<file path="src/rtl/onehot_decoder_acc_if.sv">
// Handshake bundle for the one-hot decoder: input index beats and decoded output words.
// Purely structural; no storage, no latency.
// Backpressure is carried by in_ready (input side) and out_ready (output side).
interface onehot_decoder_acc_if #(
    parameter int N_OUT = 32,
    parameter int IDX_W = 5
);
    logic             in_valid;
    logic             in_ready;
    logic [IDX_W-1:0] in_idx;
    logic             in_zero;
    logic             in_acc;
    logic             in_last;
    logic             out_valid;
    logic             out_ready;
    logic [N_OUT-1:0] out_y;
    logic             out_err;

    // Producer of index beats / consumer of decoded words
    modport master (
        output in_valid, in_idx, in_zero, in_acc, in_last, out_ready,
        input  in_ready, out_valid, out_y, out_err
    );

    // The decoder itself
    modport slave (
        input  in_valid, in_idx, in_zero, in_acc, in_last, out_ready,
        output in_ready, out_valid, out_y, out_err
    );
endinterface

</file>
<file path="src/rtl/onehot_decoder_acc.sv">
// Binary index -> one-hot decoder with optional OR-accumulation of several beats into one mask.
// Latency: one cycle from accepting the closing beat of a word to out_valid.
// Backpressure: in_ready = en & (not holding | out_ready); output held stable until taken.
module onehot_decoder_acc #(
    parameter int N_OUT = 32,
    parameter int IDX_W = 5
) (
    input  logic                  clk,
    input  logic                  rst_n,
    input  logic                  en,
    onehot_decoder_acc_if.slave   bus
);

    typedef enum logic [1:0] {
        IDLE  = 2'd0,
        ACCUM = 2'd1,
        HOLD  = 2'd2
    } state_t;

    localparam logic [N_OUT-1:0] ONE = N_OUT'(1);

    state_t           state;
    state_t           state_nxt;
    logic             accept;
    logic             in_range;
    logic [N_OUT-1:0] oh;
    logic             beat_err;
    logic [N_OUT-1:0] mask;
    logic             acc_err;
    logic             word_start;
    logic             opens_accum;

    // When the index space is fully populated every index is in range,
    // so the comparison is only built when some indices are unused.
    if (N_OUT >= (1 << IDX_W)) begin : g_full_range
        assign in_range = 1'b1;
    end else begin : g_part_range
        localparam logic [IDX_W:0] N_OUT_W = (IDX_W+1)'(N_OUT);
        assign in_range = ({1'b0, bus.in_idx} < N_OUT_W);
    end

    // Per-beat decode: an empty beat contributes nothing, an out-of-range index
    // contributes nothing but flags the word.
    always_comb begin
        oh       = '0;
        beat_err = 1'b0;
        if (!bus.in_zero) begin
            if (in_range) begin
                oh = ONE << bus.in_idx;
            end else begin
                beat_err = 1'b1;
            end
        end
    end

    assign accept      = bus.in_valid & bus.in_ready;
    // A beat arriving in IDLE, or in HOLD while the held word drains, starts a new word.
    assign word_start  = accept & (state != ACCUM);
    assign opens_accum = bus.in_acc & ~bus.in_last;

    // State register
    always_ff @(posedge clk or negedge rst_n) begin
        if (!rst_n) begin
            state <= IDLE;
        end else begin
            state <= state_nxt;
        end
    end

    // Next-state logic
    always_comb begin
        state_nxt = state;
        case (state)
            IDLE: begin
                if (accept) begin
                    state_nxt = opens_accum ? ACCUM : HOLD;
                end
            end
            ACCUM: begin
                if (accept && bus.in_last) begin
                    state_nxt = HOLD;
                end
            end
            HOLD: begin
                if (bus.out_ready) begin
                    if (accept) begin
                        state_nxt = opens_accum ? ACCUM : HOLD;
                    end else begin
                        state_nxt = IDLE;
                    end
                end
            end
            default: state_nxt = IDLE;
        endcase
    end

    // Handshake outputs; in HOLD a new beat is only taken when the held word leaves the same cycle
    always_comb begin
        bus.in_ready  = en & ((state != HOLD) | bus.out_ready);
        bus.out_valid = (state == HOLD);
    end

    // Accumulator and registered output word
    always_ff @(posedge clk or negedge rst_n) begin
        if (!rst_n) begin
            mask        <= '0;
            acc_err     <= 1'b0;
            bus.out_y   <= '0;
            bus.out_err <= 1'b0;
        end else begin
            if (word_start) begin
                if (opens_accum) begin
                    mask    <= oh;
                    acc_err <= beat_err;
                end else begin
                    mask        <= '0;
                    acc_err     <= 1'b0;
                    bus.out_y   <= oh;
                    bus.out_err <= beat_err;
                end
            end else if (accept) begin
                // Mid-word beat; in_acc is irrelevant once accumulating
                if (bus.in_last) begin
                    bus.out_y   <= mask | oh;
                    bus.out_err <= acc_err | beat_err;
                    mask        <= '0;
                    acc_err     <= 1'b0;
                end else begin
                    mask    <= mask | oh;
                    acc_err <= acc_err | beat_err;
                end
            end else if (state == HOLD && bus.out_ready) begin
                mask    <= '0;
                acc_err <= 1'b0;
            end
        end
    end

endmodule

</file>
<file path="src/flat_wrapper.sv">
// flat-port wrapper written by rule: the top's interface ports become plain ports
module onehot_decoder_acc_flat 
#(
    parameter int N_OUT = 32,
    parameter int IDX_W = 5
)
  (clk, rst_n, en, bus_in_valid, bus_in_idx, bus_in_zero, bus_in_acc, bus_in_last, bus_out_ready, bus_in_ready, bus_out_valid, bus_out_y, bus_out_err);
  onehot_decoder_acc_if #(.N_OUT(N_OUT), .IDX_W(IDX_W)) bus_i ();
  input  logic clk;
  input  logic rst_n;
  input  logic en;
  input wire logic [$bits(bus_i.in_valid)-1:0] bus_in_valid;
  input wire logic [$bits(bus_i.in_idx)-1:0] bus_in_idx;
  input wire logic [$bits(bus_i.in_zero)-1:0] bus_in_zero;
  input wire logic [$bits(bus_i.in_acc)-1:0] bus_in_acc;
  input wire logic [$bits(bus_i.in_last)-1:0] bus_in_last;
  input wire logic [$bits(bus_i.out_ready)-1:0] bus_out_ready;
  output wire logic [$bits(bus_i.in_ready)-1:0] bus_in_ready;
  output wire logic [$bits(bus_i.out_valid)-1:0] bus_out_valid;
  output wire logic [$bits(bus_i.out_y)-1:0] bus_out_y;
  output wire logic [$bits(bus_i.out_err)-1:0] bus_out_err;
  assign bus_i.in_valid = bus_in_valid;
  assign bus_i.in_idx = bus_in_idx;
  assign bus_i.in_zero = bus_in_zero;
  assign bus_i.in_acc = bus_in_acc;
  assign bus_i.in_last = bus_in_last;
  assign bus_i.out_ready = bus_out_ready;
  assign bus_in_ready = bus_i.in_ready;
  assign bus_out_valid = bus_i.out_valid;
  assign bus_out_y = bus_i.out_y;
  assign bus_out_err = bus_i.out_err;
  onehot_decoder_acc #(.N_OUT(N_OUT), .IDX_W(IDX_W)) u_core (.clk(clk), .rst_n(rst_n), .en(en), .bus(bus_i));
endmodule
</file>
<file path="config.mk">
export PLATFORM = sky130hd
export DESIGN_NAME = onehot_decoder_acc_flat
export DESIGN_NICKNAME = d
export VERILOG_FILES = /design/src/rtl/onehot_decoder_acc_if.sv /design/src/rtl/onehot_decoder_acc.sv /design/src/flat_wrapper.sv
export SDC_FILE = /design/constraint.sdc
export NUM_CORES = 1
export LEC_CHECK = 0
export BUFFER_PORTS_ARGS = -buffer_cell sky130_fd_sc_hd__buf_2
export CAP_MARGIN = 10
export CORE_ASPECT_RATIO = 0.9
export CORE_MARGIN = 2
export CORE_UTILIZATION = 50
export CTS_CLUSTER_SIZE = 20
export DETAILED_ROUTE_END_ITERATION = 16
export MAX_ROUTING_LAYER = met4
export PLACE_DENSITY = 0.72
export RECOVER_POWER = 50
export SLEW_MARGIN = 15
export SYNTH_ARGS = -nofsm -noshare
export SYNTH_HDL_FRONTEND = slang
export SYNTH_SLANG_ARGS = --single-unit
</file>
<file path="constraint.sdc">
create_clock -name clk -period 1.9 [get_ports clk]
set_input_delay 0.095 -clock clk [delete_from_list [all_inputs] [get_ports clk]]
set_output_delay 0.095 -clock clk [all_outputs]
set_load 0.01 [all_outputs]
</file>
**After elaboration in Yosys (flattened, before gate mapping)**

Cells that the tools add are included.

- Equal/unequal tests: 9
- Muxes and demuxes: 24
- Reduce and logical (&&, ||, !) cells: 9
- Shift operators: 1
- Bitwise logic cells: 7

Operators with widths:

| kind | number |
|---|---|
| $mux W32 | 10 |
| $or A32 B32 Y32 | 1 |
| $shl A1 B5 Y32 const A | 1 |
| $mux W2 | 5 |
| $mux W1 | 8 |
| $ne A2 B1 Y1 const B | 3 |
| $ne A2 B2 Y1 const B | 3 |
| $pmux W2 S3 | 1 |
| $reduce_and A3 Y1 | 2 |
| $and A1 B1 Y1 | 4 |
| $reduce_bool A2 Y1 | 2 |
| $ne A3 B3 Y1 const B | 1 |
| $reduce_bool A3 Y1 | 1 |
| $eq A2 B1 Y1 const B | 1 |
| $eq A2 B2 Y1 const B | 1 |
| $logic_and A1 B1 Y1 | 2 |
| $logic_not A2 Y1 | 1 |
| $reduce_and A2 Y1 | 1 |
| $not A1 Y1 | 1 |
| $or A1 B1 Y1 | 1 |

- Word-level logic and storage cells: 55
- Flip-flop bits (word level): 68
- Output and inout port bits: 35
- Bits of input ports: 13

**Depth between registers and ports, before layout**

- Word-level depth: 7
- Depth in mapped cells: 7
- Mapped depth without buffers: 4

**Worst setup path after synthesis**

OpenSTA, ideal clock, no wires.

- Path type: register to register
- Start point: reg u_core.state[0]
- End point: reg u_core.mask[18]
- Arrival: 1688 ps
- Stages on the path, launching flop included: 7
- Library setup time: 67 ps
- Period minus slack after synthesis: 1754 ps
- Path slack: 146 ps
- Required time: 1833 ps
- Path buffers: 2
- Cell sequence: dfrtp_1 -> nor2b_1 -> mux2_2 -> o31ai_1 -> buf_2 -> buf_4 -> a22o_1

- Elaborated cells between the ends (all ways): 11
- Classes of those cells: eq/ne (3); mux (2); bitwise (4); reduce/logical (2)

RTL lines:

| element | RTL line | text |
|---|---|---|
| from (decl) | onehot_decoder_acc.sv:22 | `state_t state;` |
| from (signal assigned) | onehot_decoder_acc.sv:66 | `state <= state_nxt;` |
| $eq A2 B2 Y1 | n/a |  |
| net bus_out_valid | flat_wrapper.sv:19 | `output wire logic [$bits(bus_i.out_valid)-1:0] bus_out_valid;` |
| $logic_and A1 B1 Y1 | onehot_decoder_acc.sv:132 | `end else if (state == HOLD && bus.out_ready) begin` |
| $reduce_bool A3 Y1 (no source line) | n/a |  |
| to (signal assigned) | onehot_decoder_acc.sv:113 | `mask <= oh;` |
| to (signal assigned) | onehot_decoder_acc.sv:129 | `mask <= mask \| oh;` |
| to (decl) | onehot_decoder_acc.sv:28 | `logic [N_OUT-1:0] mask;` |

The timed path passes the listed nets, and every way through them passes these cells.
A chain may end at the register's enable or synchronous reset.

**Worst setup path after layout**

- Start point: reg u_core.state[1]
- End point: reg u_core.mask[1]

- Word-level cells in the longest chain between the ends: 6
- Elaborated cells between the ends (all ways): 11
- Classes of those cells: eq/ne (3); mux (2); bitwise (4); reduce/logical (2)

RTL lines:

| element | RTL line | text |
|---|---|---|
| $ne A2 B2 Y1 | onehot_decoder_acc.sv:99 | `bus.in_ready = en & ((state != HOLD) \| bus.out_ready);` |
| $or A1 B1 Y1 | onehot_decoder_acc.sv:99 |  |
| $and A1 B1 Y1 | onehot_decoder_acc.sv:99 |  |
| $and A1 B1 Y1 | onehot_decoder_acc.sv:56 | `assign accept = bus.in_valid & bus.in_ready;` |
| $and A1 B1 Y1 / $mux W32 (equally long branches) | onehot_decoder_acc.sv:58, onehot_decoder_acc.sv:121 |  |
| $reduce_bool A3 Y1 (no source line) / $mux W32 (equally long branches) | n/a |  |

Several ways; a longest one is shown, not always the timed one.

==> results.ini <==
[run_status]
status=finished clean

[final_layout]
drive_gt1_share_pct=33.45
num-nets-final=305
area_growth_pct=18.03
fin_cells=366
n_antenna_cell=0
utilization_pct=62.02
fin_area_mm2=0.003571

[setup_path]
start_kind=flip-flop
worstPathArrival_ps=2090
cp_num_buf_inv=0
path_max_fanout=8
crit_chain=nand2b_2, a2111o_1, nor3_4, a22o_1
critPathSlowestCell=a2111o_1
cp_top_family=compound AO/OA/AOI/OAI gates
max_stage_delay_ps=560
required_ps=2170
critPathKind=flip-flop to flip-flop
cp-end-kind=flip-flop

[synth]
synthXorXnorAreaFrac_pct=0
avgSynthCellArea_um2=12.87
yosys_most_used_dff=dfrtp_1
synthDistinctLibCells=35
synth_edf_count=0
post-synth-top-count-cell=dfrtp_1
synth_nets=248
synth_top_cell_area_share_pct=54.59
synth-async-reset-ratio_pct=100.0
yosysWarningCount=0
synth_compound_area_share_pct=20.72
muxShareOfSynthArea_pct=12.28
synth_top_family_by_area=compound AO/OA/AOI/OAI gates
synth_fa_ha_area_share_pct=0
yosysSeqAreaShare_pct=54.59
synth_cells=235
synth_seq_cells=66
synth_common_cells=dfrtp_1 (66), a22o_1 (61), mux2_2 (32), clkbuf_1 (9), nand2_1 (8)
yosysTopAreaCell=dfrtp_1
yosys.area_share.simple_pct=8.726
synth_area_leaders=dfrtp_1 (55%), a22o_1 (18%), mux2_2 (12%)
netlist_area_mm2=0.003025

[floorplan]
dieArea_mm2=0.006690
die_h_um=77.80
die_w_um=86.00
rows=26
ios=48
initial_core_util_pct=52.54
coreArea_mm2=0.005758

[pwr]
power_leakage_nw=1.783
powerDensity_mw_per_mm2=807.6
irDropWorstVdd_v=0.0006256

[hold_path]
hold_class=input port to flip-flop

[cts]
numCtsBuffers=9
cts_buffer_depth=2
root_buffer=clkbuf_8
worstSkewPairLatency_ps=340
cts_tree=built
cts_sinks=66
htree_levels=3
cts.clk_slew.worst_paths_ps=70

[place]
place_inst=348
place.gp.congestion=0.8025
postPlaceCellArea_mm2=0.003386
port_buffers=46
dp_hpwl_um=4390

[routing]
drc=0
vias=2200
wl_met1_um=3157
drt-initial-drc-count=119
drtPass1Iterations=4
wl_met2_um=3139
postRouteAntennaNets=0
top_layer=met4
wirelength_um=6759
viasPerCell=6.011
wire_per_inst_um=18.47
wl_met3_um=412

[sta]
setup_viol=0
fin_crit_ps=1811
finClkSkew_ps=7.217
setup_tns_ps=0
slew_violations=0
max_freq_ghz=0.5522
max_slew_margin_pct=34.74
hold_violations=0
worst_pin_slew_ps=971.4
rsz0062_at_grt=no
whs_ps=100.4
period_share_pct=95.31

[global_route]
grt_use_total_pct=21.95
grt_pass1_wl_um=11080
antenna_found_initial=0
grt_max_degree=67
grt_overflow_total=0
grt_pass1_vias=2172

[flow_run]
drv_cap=0

==> cell usage in the layout, fill, tap and decap left out, types with 4 or more instances in the layout <==
cell type and n:
dfrtp_1 66, a22o_1 61, mux2_2 32, buf_2 30, clkbuf_1 17, buf_4 14
clkbuf_8 9, nand2_1 8, and2_1 6, nor2_1 5, nor2b_1 4, a21oi_1 4
==> metrics by stage <==
step | worst slack [ps] | power [W]
global placement | 88.13 | 0.001783
detailed placement | 45.95 | 0.001791
finish | 89.07 | 0.002884
floorplan | 145.6 | 0.001662
CTS | 52.07 | 0.002915
global route | 37.66 | 0.003002
==> kinds of logic after synthesis <==
logic type,Yosys count
DFF,66
muxes,33
buffers and inverters,20
other,1
AOI/OAI and AO/OA,75
and+or+nand+nor,40
==> metal layers <==
layer | GRT usage [%] | up-vias
met5 | - | -
met4 | 4.762 | 0
met2 | 32.56 | 66
met1 | 30.22 | 1122
li1 | - | 1007
met3 | 6.277 | 5
==> worst register-to-register path: cells and delay by family, from the launching register on <==
family / cells / cell delay, ps
flip-flops: 1 / 410
AO/OA/AOI/OAI: 2 / 760
AND/OR/NAND/NOR: 2 / 580
==> timing repair <==
| action | in CTS | in global routing |
|---|---|---|
| pin swaps | 0 | 2 |
| endpoints found under the setup margin | 8 | 26 |
| hold endpoints to repair | 66 | 0 |
| hold buffers | 1 | 0 |
| setup buffers | 0 | 2 |
| resized for setup | 1 | 1 |
==> path summary, 6_finish.rpt <==
| check | start | endpoint | slack (ps) | cells after the start |
|---|---|---|---|---|
| setup / recovery | u_core.state[1] | u_core.mask[1] | 90 | 4 |
| min in group asynchronous | rst_n | u_core.bus.out_y[24] | 540 | 3 |
| hold reg to reg | u_core.bus.out_y[1] | u_core.bus.out_y[1] | 490 | 1 |
| hold / removal | bus_out_ready | u_core.state[0] | 100 | 3 |
| max in group asynchronous | rst_n | u_core.mask[0] | 790 | 3 |
| setup reg to reg | u_core.state[1] | u_core.mask[1] | 90 | 4 |
==> final cells by class <==
cell class	count	area [µm²]
fill	485	2187
sequential	66	1652
multi-input combinational	149	1276
timing repair buffer	64	364.1
clock buffer	10	127.6
tap	70	87.58
clock inverter	5	56.30
inverter	2	7.507
==> power breakdown <==
group	switching [W]	internal, W
clock	0.000524	0.000596
sequential	0.0000180	0.00143
combinational	0.000198	0.000117
total	0.000740	0.00214
==> sequential cells by signal, indices dropped and copies added, names as in the netlist <==
name              flops
u_core.bus.out_y     32
u_core.mask          32
u_core.state          2
No activity file was read; power rests on OpenSTA's default activity.
